==> src/rtl/gat_bram_load_bridge_pkg.sv <==
// Shared constants and channel identifiers for the host BRAM load bridge.
package gat_bram_load_bridge_pkg;

    localparam int unsigned GAT_TOP_WIDTH   = 32;
    localparam int unsigned GAT_NUM_CH      = 4;
    localparam int unsigned GAT_MAX_DATA_W  = 103;
    localparam int unsigned GAT_INT_ADDR_W  = 18;
    localparam int unsigned GAT_HOST_ADDR_W = 20;
    localparam int unsigned GAT_RD_BEATS    = 4;
    localparam int unsigned GAT_RD_LAT      = 2;

    // Beats per internal word, 3 bits per channel, channel 0 in the LSBs.
    localparam logic [3*GAT_NUM_CH-1:0] GAT_CH_BEATS = {3'd2, 3'd1, 3'd1, 3'd1};

    typedef enum logic [1:0] {
        CH_H_DATA    = 2'd0,
        CH_NODE_INFO = 2'd1,
        CH_WGT       = 2'd2,
        CH_SUBGRAPH  = 2'd3
    } ch_id_e;

endpackage

==> src/rtl/gat_bram_load_bridge_packer.sv <==
// Single write channel: checks host word order, packs beats into one wide
// word, issues the internal write and tracks ready / error state.
module gat_bram_load_bridge_packer
    import gat_bram_load_bridge_pkg::*;
#(
    parameter int unsigned TOP_WIDTH  = GAT_TOP_WIDTH,
    parameter int unsigned MAX_DATA_W = GAT_MAX_DATA_W,
    parameter int unsigned INT_ADDR_W = GAT_INT_ADDR_W,
    parameter int unsigned WA_W       = GAT_HOST_ADDR_W - 2,
    parameter int unsigned BEATS      = 1
) (
    input  logic                  clk,
    input  logic                  rst_n,
    input  logic                  beat_valid,
    input  logic [WA_W-1:0]       beat_wa,
    input  logic [TOP_WIDTH-1:0]  beat_data,
    input  logic                  load_done,
    output logic [MAX_DATA_W-1:0] wr_din,
    output logic                  wr_ena,
    output logic [INT_ADDR_W-1:0] wr_addra,
    output logic                  ready,
    output logic                  err,
    output logic [INT_ADDR_W-1:0] words
);

    localparam logic [2:0] LAST_B = 3'(BEATS - 1);

    logic [2:0]            b, b_nx, cur_b;
    logic [WA_W-1:0]       exp, exp_nx;
    logic [MAX_DATA_W-1:0] packer, packer_nx, base;
    logic [INT_ADDR_W-1:0] count, count_nx, cur_count;
    logic                  sat, sat_nx;
    logic                  err_nx, ready_nx, done_q;
    logic                  take, start, emit;

    assign words = count;

    // Beat acceptance, lane packing and the load-done rule (applied after the beat).
    always_comb begin
        b_nx      = b;
        exp_nx    = exp;
        packer_nx = packer;
        count_nx  = count;
        sat_nx    = sat;
        err_nx    = err;
        ready_nx  = ready;
        take      = 1'b0;
        start     = 1'b0;
        emit      = 1'b0;

        if (beat_valid) begin
            if (ready)                 err_nx = 1'b1;
            else if (beat_wa == '0)    begin take = 1'b1; start = 1'b1; end
            else if (sat)              err_nx = 1'b1;
            else if (beat_wa == exp)   take = 1'b1;
            else                       err_nx = 1'b1;
        end

        // A restart behaves as beat 0 of word 0 on a freshly cleared channel.
        cur_b     = start ? 3'd0 : b;
        cur_count = start ? '0 : count;
        base      = (cur_b == 3'd0) ? '0 : packer;

        if (take) begin
            for (int unsigned i = 0; i < MAX_DATA_W; i++) begin
                packer_nx[i] = (cur_b == 3'(i / TOP_WIDTH)) ? beat_data[i % TOP_WIDTH] : base[i];
            end
            exp_nx   = beat_wa + 1'b1;
            count_nx = cur_count;
            sat_nx   = start ? 1'b0 : sat;
            if (cur_b == LAST_B) begin
                emit = 1'b1;
                b_nx = 3'd0;
                if (cur_count == '1) sat_nx   = 1'b1;
                else                 count_nx = cur_count + 1'b1;
            end else begin
                b_nx = cur_b + 3'd1;
            end
        end

        if (!load_done) begin
            ready_nx = 1'b0;
        end else if (!done_q) begin
            ready_nx = 1'b1;
            if (b_nx != 3'd0) begin
                err_nx = 1'b1;
                b_nx   = 3'd0;
            end
        end
    end

    // Channel state and registered internal write port.
    always_ff @(posedge clk or negedge rst_n) begin
        if (!rst_n) begin
            b        <= '0;
            exp      <= '0;
            packer   <= '0;
            count    <= '0;
            sat      <= 1'b0;
            err      <= 1'b0;
            ready    <= 1'b0;
            done_q   <= 1'b0;
            wr_ena   <= 1'b0;
            wr_din   <= '0;
            wr_addra <= '0;
        end else begin
            b      <= b_nx;
            exp    <= exp_nx;
            packer <= packer_nx;
            count  <= count_nx;
            sat    <= sat_nx;
            err    <= err_nx;
            ready  <= ready_nx;
            done_q <= load_done;
            wr_ena <= emit;
            if (emit) begin
                wr_din   <= packer_nx;
                wr_addra <= cur_count;
            end
        end
    end

endmodule

==> src/rtl/gat_bram_load_bridge.sv <==
// Host-side BRAM bridge: NUM_CH packing write channels plus a pipelined,
// lane-muxed readback of the wide feature BRAM.
module gat_bram_load_bridge
    import gat_bram_load_bridge_pkg::*;
#(
    parameter int unsigned              TOP_WIDTH   = GAT_TOP_WIDTH,
    parameter int unsigned              NUM_CH      = GAT_NUM_CH,
    parameter int unsigned              MAX_DATA_W  = GAT_MAX_DATA_W,
    parameter logic [3*NUM_CH-1:0]      CH_BEATS    = GAT_CH_BEATS,
    parameter int unsigned              INT_ADDR_W  = GAT_INT_ADDR_W,
    parameter int unsigned              HOST_ADDR_W = GAT_HOST_ADDR_W,
    parameter int unsigned              RD_BEATS    = GAT_RD_BEATS,
    parameter int unsigned              RD_LAT      = GAT_RD_LAT
) (
    input  logic                                      clk,
    input  logic                                      rst_n,
    input  logic [TOP_WIDTH-1:0]                      host_din,
    input  logic                                      host_ena,
    input  logic                                      host_wea,
    input  logic [HOST_ADDR_W-1:0]                    host_addra,
    input  logic [$clog2(NUM_CH)-1:0]                 host_ch_sel,
    input  logic [NUM_CH-1:0]                         load_done_i,
    output logic [NUM_CH*MAX_DATA_W-1:0]              ch_din,
    output logic [NUM_CH-1:0]                         ch_ena,
    output logic [NUM_CH*INT_ADDR_W-1:0]              ch_addra,
    output logic [NUM_CH-1:0]                         ch_ready,
    output logic [NUM_CH-1:0]                         ch_err,
    output logic [NUM_CH*INT_ADDR_W-1:0]              ch_words,
    input  logic [HOST_ADDR_W-1:0]                    rd_addrb,
    output logic [HOST_ADDR_W-2-$clog2(RD_BEATS)-1:0] rd_bram_addr,
    input  logic [RD_BEATS*TOP_WIDTH-1:0]             rd_bram_dout,
    output logic [TOP_WIDTH-1:0]                      rd_dout
);

    localparam int unsigned SEL_W = $clog2(NUM_CH);
    localparam int unsigned LW    = $clog2(RD_BEATS);
    localparam int unsigned WA_W  = HOST_ADDR_W - 2;

    logic          beat_acc;
    logic [LW-1:0] lane_pipe [RD_LAT];
    logic          unused_addr_lsbs;

    assign beat_acc         = host_ena & host_wea;
    assign unused_addr_lsbs = ^{host_addra[1:0], rd_addrb[1:0]};

    for (genvar g = 0; g < NUM_CH; g++) begin : g_ch
        gat_bram_load_bridge_packer #(
            .TOP_WIDTH  (TOP_WIDTH),
            .MAX_DATA_W (MAX_DATA_W),
            .INT_ADDR_W (INT_ADDR_W),
            .WA_W       (WA_W),
            .BEATS      (int'(CH_BEATS[3*g +: 3]))
        ) u_packer (
            .clk        (clk),
            .rst_n      (rst_n),
            .beat_valid (beat_acc && (host_ch_sel == SEL_W'(g))),
            .beat_wa    (host_addra[HOST_ADDR_W-1:2]),
            .beat_data  (host_din),
            .load_done  (load_done_i[g]),
            .wr_din     (ch_din[g*MAX_DATA_W +: MAX_DATA_W]),
            .wr_ena     (ch_ena[g]),
            .wr_addra   (ch_addra[g*INT_ADDR_W +: INT_ADDR_W]),
            .ready      (ch_ready[g]),
            .err        (ch_err[g]),
            .words      (ch_words[g*INT_ADDR_W +: INT_ADDR_W])
        );
    end

    assign rd_bram_addr = rd_addrb[HOST_ADDR_W-1:2+LW];

    // Delay the lane index to line up with BRAM data, then register the selected lane.
    always_ff @(posedge clk or negedge rst_n) begin
        if (!rst_n) begin
            for (int unsigned i = 0; i < RD_LAT; i++) lane_pipe[i] <= '0;
            rd_dout <= '0;
        end else begin
            lane_pipe[0] <= rd_addrb[LW+1:2];
            for (int unsigned i = 1; i < RD_LAT; i++) lane_pipe[i] <= lane_pipe[i-1];
            rd_dout <= rd_bram_dout[lane_pipe[RD_LAT-1]*TOP_WIDTH +: TOP_WIDTH];
        end
    end

endmodule

==> config.mk <==
export PLATFORM = sky130hd
export DESIGN_NAME = gat_bram_load_bridge
export DESIGN_NICKNAME = d
export VERILOG_FILES = /design/src/rtl/gat_bram_load_bridge_pkg.sv /design/src/rtl/gat_bram_load_bridge_packer.sv /design/src/rtl/gat_bram_load_bridge.sv
export SDC_FILE = /design/constraint.sdc
export NUM_CORES = 2
export LEC_CHECK = 0
export ABC_AREA = 1
export CORE_MARGIN = 3
export CORE_UTILIZATION = 25
export DETAILED_ROUTE_END_ITERATION = 7
export SLEW_MARGIN = 20
export SYNTH_ARGS = -nofsm -noshare
export SYNTH_HDL_FRONTEND = slang
export SYNTH_SLANG_ARGS = --single-unit
==> constraint.sdc <==
create_clock -name clk -period 5.7 [get_ports clk]
set_input_delay 0.57 -clock clk [delete_from_list [all_inputs] [get_ports clk]]
set_output_delay 0.57 -clock clk [all_outputs]
set_load 0.005 [all_outputs]
* Yosys cells after proc, flatten, opt, wreduce, memory -nomap -nowiden
Cells that the tools add are included.
Word-level totals: logic and storage cells 644, flip-flop bits (word level) 1108, bits of input ports 210
Operators by class: reductions and logical operators 14, bitwise operators 1, shifts and indexed selects 1, equal/unequal tests 27, muxes and demuxes 545, add/sub/neg operators 9
Operator list (number):
- 103-bit two-way mux | 8
- 1-bit two-way mux | 501
- 18-bit two-way mux | 12
- 128-bit by 8-bit indexed part select with 32-bit output | 1
- 18-bit by 1-bit adder with 18-bit output, second input constant | 5
- 18-bit equality test | 4
- 18-bit equality test, second input constant | 4
- 3-bit two-way mux | 24
- 3-bit by 2-bit equality test with 1-bit output, second input constant | 8
- 18-bit zero test | 1
- 3-bit by 1-bit adder with 3-bit output, second input constant | 4
- 3-bit by 1-bit equality test with 1-bit output, second input constant | 4
- 3-bit zero test | 4
- 3-bit nonzero test | 4
- 2-bit inequality test, second input constant | 4
- 2-bit equality test, second input constant | 2
- 1-bit logical AND | 4
- 2-bit by 1-bit equality test with 1-bit output, second input constant | 1
- 2-bit zero test | 1
- 1-bit bitwise AND | 1

* Longest topological paths before layout
depth in word-level cells 12, depth in mapped cells 25, mapped depth without buffers 21

* Modules after synthesis
A second synthesis with hierarchy kept.
Second synthesis, totals: cell total of the unflattened synthesis 4236, area, all modules 34902.2 um^2
By module, submodules not included:
- gat_bram_load_bridge_packer (g_ch[3].u_packer) | instances 1, area an instance 10347.4 um^2, sequential area each 5905.7 um^2, cells each 1224
- gat_bram_load_bridge_packer (g_ch[2].u_packer) | instances 1, area an instance 7354.6 um^2, sequential area each 4129.0 um^2, cells each 857
- gat_bram_load_bridge_packer (g_ch[1].u_packer) | instances 1, area an instance 7322.0 um^2, sequential area each 4129.0 um^2, cells each 856
- gat_bram_load_bridge_packer (g_ch[0].u_packer) | instances 1, area an instance 7263.2 um^2, sequential area each 4129.0 um^2, cells each 866
- gat_bram_load_bridge | instances 1, area an instance 2615.0 um^2, sequential area each 900.9 um^2, cells each 433

* Worst setup path after synthesis
OpenSTA, ideal clock, no wires.
kind input -> register, from in host_addra[2], to reg g_ch[2].u_packer.count[1], slack 2209 ps, buffers on the path 4, setup time 116 ps, cell stages on the path 21, arrival 3374 ps, required time 5584 ps, cell sequence buf_2 > inv_1 > ha_1 > nand2_1 > nor2_4 > nand3_4 > buf_2 > buf_2 > buf_1 > nand2_1 > inv_1 > ha_1 > nand4_1 > nor2_1 > nand2_1 > nor2_2 > nand3_2 > nand2_1 > nand2_1 > nand2_1 > nand2_1
Between the ends: cells in the longest elaborated chain, start to end 8, elaborated cells between the ends (all ways) 17, those cells by class add/sub (1); eq/ne (2); mux (12); reduce/logical (2)
Ends and longest elaborated chain:
- start, declared | RTL line gat_bram_load_bridge.sv:20 | input logic [HOST_ADDR_W-1:0] host_addra,
- 18-bit zero test (*) | RTL line gat_bram_load_bridge_packer.sv:53 | else if (beat_wa == '0) begin take = 1'b1; start = 1'b1; end
- 1-bit two-way mux (*) | RTL line gat_bram_load_bridge_packer.sv:53
- 1-bit two-way mux (*) | RTL line gat_bram_load_bridge_packer.sv:52 | if (ready) err_nx = 1'b1;
- 1-bit two-way mux (*) | RTL line gat_bram_load_bridge_packer.sv:51 | if (beat_valid) begin
- 18-bit two-way mux (*) | RTL line gat_bram_load_bridge_packer.sv:61 | cur_count = start ? '0 : count;
- named net g_ch[2].u_packer.cur_count[0] | RTL line gat_bram_load_bridge_packer.sv:31 | logic [INT_ADDR_W-1:0] count, count_nx, cur_count;
- 18-bit by 1-bit adder with 18-bit output or 18-bit equality test (tied branches) | RTL line gat_bram_load_bridge_packer.sv:75, gat_bram_load_bridge_packer.sv:74
- 18-bit two-way mux (*) | RTL line gat_bram_load_bridge_packer.sv:74 | if (cur_count == '1) sat_nx = 1'b1;
- 18-bit two-way mux (*) | RTL line gat_bram_load_bridge_packer.sv:71 | if (cur_b == LAST_B) begin
- end signal, assigned | RTL line gat_bram_load_bridge_packer.sv:110 | count <= count_nx;
- end, declared | RTL line gat_bram_load_bridge_packer.sv:31
The timed path passes the listed nets; every way through them passes the cells marked *. A chain may end at the register's enable or synchronous reset.

* Final worst setup path
from in host_addra[2], to reg g_ch[1].u_packer.wr_din[86]
Between the ends: cells in the longest elaborated chain, start to end 9, elaborated cells between the ends (all ways) 18, those cells by class eq/ne (2); mux (14); reduce/logical (2)
Ends and longest elaborated chain:
- 18-bit zero test | RTL line gat_bram_load_bridge_packer.sv:53
- 1-bit two-way mux | RTL line gat_bram_load_bridge_packer.sv:53
- 1-bit two-way mux | RTL line gat_bram_load_bridge_packer.sv:52
- 1-bit two-way mux | RTL line gat_bram_load_bridge_packer.sv:51
- 3-bit two-way mux | RTL line gat_bram_load_bridge_packer.sv:60 | cur_b = start ? 3'd0 : b;
- 3-bit zero test | RTL line gat_bram_load_bridge_packer.sv:62, gat_bram_load_bridge_packer.sv:71
- 103-bit two-way mux | RTL line gat_bram_load_bridge_packer.sv:62 | base = (cur_b == 3'd0) ? '0 : packer;
- 1-bit two-way mux | RTL line gat_bram_load_bridge_packer.sv:66 | packer_nx[i] = (cur_b == 3'(i / TOP_WIDTH)) ? beat_data[i % TOP_WIDTH] : base[i];
- 103-bit two-way mux | RTL line gat_bram_load_bridge_packer.sv:64 | if (take) begin
- end signal, assigned | RTL line gat_bram_load_bridge_packer.sv:117 | wr_din <= packer_nx;
- end, declared | RTL line gat_bram_load_bridge_packer.sv:18 | output logic [MAX_DATA_W-1:0] wr_din,
Parallel ways exist; a longest one is shown, timed or not.

==> summary.txt <==
Die
  • Number of cell rows: 133
  • Total core area: 0.132 mm2
  • I/O pin total: 826
  • Die width: 372 um
  • Initial core utilization: 25.3%
  • Die Ht: 372 um
  • Die ar.: 0.138 mm2

Timing
  • Clock Skew: 0.0306 ns
  • Crit path time final: 4.06 ns
  • Setup violators final: 0
  • Final hold violation count: 0
  • Fmax: 246 MHz
  • Final TNS setup: 0 ns
  • Headroom to the max-slew limit: 23.7%
  • RSZ-0062 raised after global routing: no
  • Worst-Margin Slew: 1.14 ns
  • Crit share post-route: 71.2%
  • Slew Viols, Final: 0

Worst setup path
  • Worst r2r src: g_ch[1].u_packer.exp[6]
  • R2r setup slk: 2.18 ns
  • R2r worst-path depth: 12
  • Critical Path RT: 6.27 ns
  • Critical path type: in2reg
  • Reg2reg end: g_ch[1].u_packer.wr_din[41]
  • Crit. End Element: register
  • Critical path arrival: 4.63 ns
  • Kind of start point of the critical path: input port
  • CP Max Fanout: 26

Synthesis
  • Post-Syn Area: 0.0335 mm2
  • Post-synth top area share: 57.4%
  • Syn Area/Cell: 8.54 um2
  • Distinct cells, synth: 41
  • Area leader, netlist: dfrtp_1
  • Sequential area share after synthesis: 57.4%
  • Syn. warnings: 0
  • Synthesized netlist net count: 4150
  • Synth top area cells: dfrtp_1 (57%), nand2_1 (14%), o21ai_0 (8.6%)
  • Synthesized flop and latch total: 767
  • Post-Syn Instances: 3918

Clock network
  • CTS Hold Bufs: 1
  • Clock Latency Late Sink: 0.70 ns
  • H-tree levels: 3
  • # Post-CTS Setup Buffers: 0
  • Max Root-Sink Buffers: 3
  • Post-cts sizing count: 0
  • Root Buffer: clkbuf_16
  • TritonCTS Sinks: 767
  • Clk slew on worst S/H paths: 0.06 ns
  • Num CTS Buffers: 90
  • CTS tree: built

Routing
  • Post-DR wirelength/cell: 21.0 um
  • Iteration-0 DRC Markers: 2443
  • ANT nets after route: 0
  • DRT Wirelength: 135000 um
  • Met3 WL: 12100 um
  • DR vias/cell: 4.57
  • Met2 wire len: 61200 um
  • Residual DRC: 0
  • DRT met1 WL: 56200 um
  • Vias: 29400
  • Top routing layer used: met5
  • Drt first pass iters: 5

Global routing
  • Initial antenna violation count: 15
  • Congestion Overflow GR: 0
  • First-pass GRT wire length: 196000 um
  • Largest net degree at the start of global routing: 193
  • Vias in the first global route: 29000
  • GR Util All Layers: 19.1%

Flow run
  • Max-cap violations: 0

Pwr
  • Pwr per Cell Area: 266 mW/mm2
  • VDD IR max: 284 uV
  • LEAKAGE: 21.9 nW

Placed design
  • Routability cong.: 0.883
  • Port-buffer cells: 789
  • Placed Instances: 6265
  • DP Area: 0.0429 mm2
  • Post-DP HPWL: 99400 um

Finish
  • # fillers: 13500
  • Non-Filler Instances: 6435
  • Fraction of layout cells with a size suffix above 1: 6.22%
  • Final Cell Area: 0.0461 mm2
  • Layout area overhead: 37.9%
  • Nets: 4836

Status
  • Status: completed

Worst hold path
  • Min-delay src: rd_addrb[3]
  • Hold WC Path Type: in2reg
  • Hold Path Depth: 1
  • Hold path endpoint: lane_pipe[3]
==> through the flow <==
stage               worst slack, ns  utilization, %  hold slack (ns)  total power [mW]
floorplan                      2.21               -            0.274              5.73
global placement               1.04            32.5            0.333              6.18
detailed placement            0.916            32.5            0.343              6.19
CTS                            1.69            34.9            0.220              12.4
global route                   1.37            34.9            0.263              12.7
finish                         1.64            34.9            0.313              12.3
==> cell usage after synthesis, drive strengths merged <==
master	n
o21bai	6
o21ai	671
dfrtp	767
o211ai	1
ha	22
a21oi	22
xor2	44
and2	1
nor3	23
a31o	1
buf	144
nor4	1
nand4	38
or2	2
nand3b	6
nor2	223
xnor2	25
nand2	1242
clkinv	2
o22ai	35
a21o	1
nand3	133
a21boi	2
inv	393
clkbuf	113
==> routing by layer <==
layer  global-route usage (%)  up-vias
li1                         -    13700
met1                     24.2    14300
met2                     30.3     1159
met3                     6.16      247
met4                     7.66        6
met5                        0        -
==> logic make-up after synthesis <==
family	Yosys count	share of synthesized area, %
AND/OR/NAND/NOR	1669	20.5
flip-flops	767	57.4
AO/OA/AOI/OAI	739	11.3
buffers and inverters	652	8.20
XOR/XNOR	69	1.81
adder cells (fa/ha/maj)	22	0.823
==> where the power goes <==
part	internal (mW)	switching (mW)	leakage, nW
combinational	0.215	0.372	10.0
sequential	5.47	0.0158	10.3
clock	3.70	2.49	1.56
total	9.39	2.87	21.9
==> cells in the final DEF (no fill, tap or decap), drive strengths merged, types with 44 or more instances in the layout <==
cell | synthesis | layout
clkbuf | 113 | 120
o21ai | 671 | 671
nand3 | 133 | 133
inv | 393 | 396
clkdlybuf4s50 | 0 | 788
nand2 | 1242 | 1242
xor2 | 44 | 44
dfrtp | 767 | 767
buf | 144 | 62
nor2 | 223 | 223
==> worst max-delay path, stage by stage <==
cell,delay [ns]
clkdlybuf4s50_1,0.61
inv_1,0.22
ha_1,0.22
nand2_1,0.10
nor2_4,0.32
nand3_4,0.34
nand2_1,0.26
ha_1,0.19
nand2_2,0.09
inv_2,0.12
nand3_4,0.26
inv_2,0.56
buf_4,0.38
nand2_1,0.14
o21ai_0,0.21
==> state kept, by name, indices dropped and copies added (netlist names) <==
signal                  count
g_ch.u_packer.packer       71
rd_dout                    32
g_ch.u_packer.sat           4
lane_pipe                   4
g_ch.u_packer.words        72
g_ch.u_packer.exp          72
g_ch.u_packer.done_q        4
g_ch.u_packer.b            12
g_ch.u_packer.wr_ena        4
g_ch.u_packer.ready         4
g_ch.u_packer.err           4
g_ch.u_packer.wr_addra     72
g_ch.u_packer.wr_din      412
==> layout make-up <==
class | count | area [um2] | share of cell area, %
antenna | 4 | 10.0 | 0.0217
clock buffer | 120 | 2580 | 5.59
clock inverter | 44 | 627 | 1.36
inverter | 395 | 1490 | 3.22
multi-input combinational | 2499 | 11500 | 25.0
sequential | 767 | 19200 | 41.6
tap | 1755 | 2200 | 4.76
timing repair buffer | 851 | 8510 | 18.4
==> worst max-delay path by stage <==
stage | depth (start not counted) | startpoint | endpoint | slack, ns
2_1_floorplan | 21 | host_addra[2] | g_ch[2].u_packer.words[1] | 2.21
3_3_place_gp | 16 | host_addra[2] | g_ch[1].u_packer.wr_din[46] | 1.04
3_5_place_dp | 15 | host_addra[2] | g_ch[1].u_packer.wr_din[86] | 0.92
4_1_cts | 15 | host_addra[2] | g_ch[1].u_packer.wr_din[86] | 1.69
5_1_grt | 18 | host_addra[2] | g_ch[2].u_packer.words[10] | 1.37
6_report | 15 | host_addra[2] | g_ch[1].u_packer.wr_din[86] | 1.64
(Power assumes the default switching activity.)
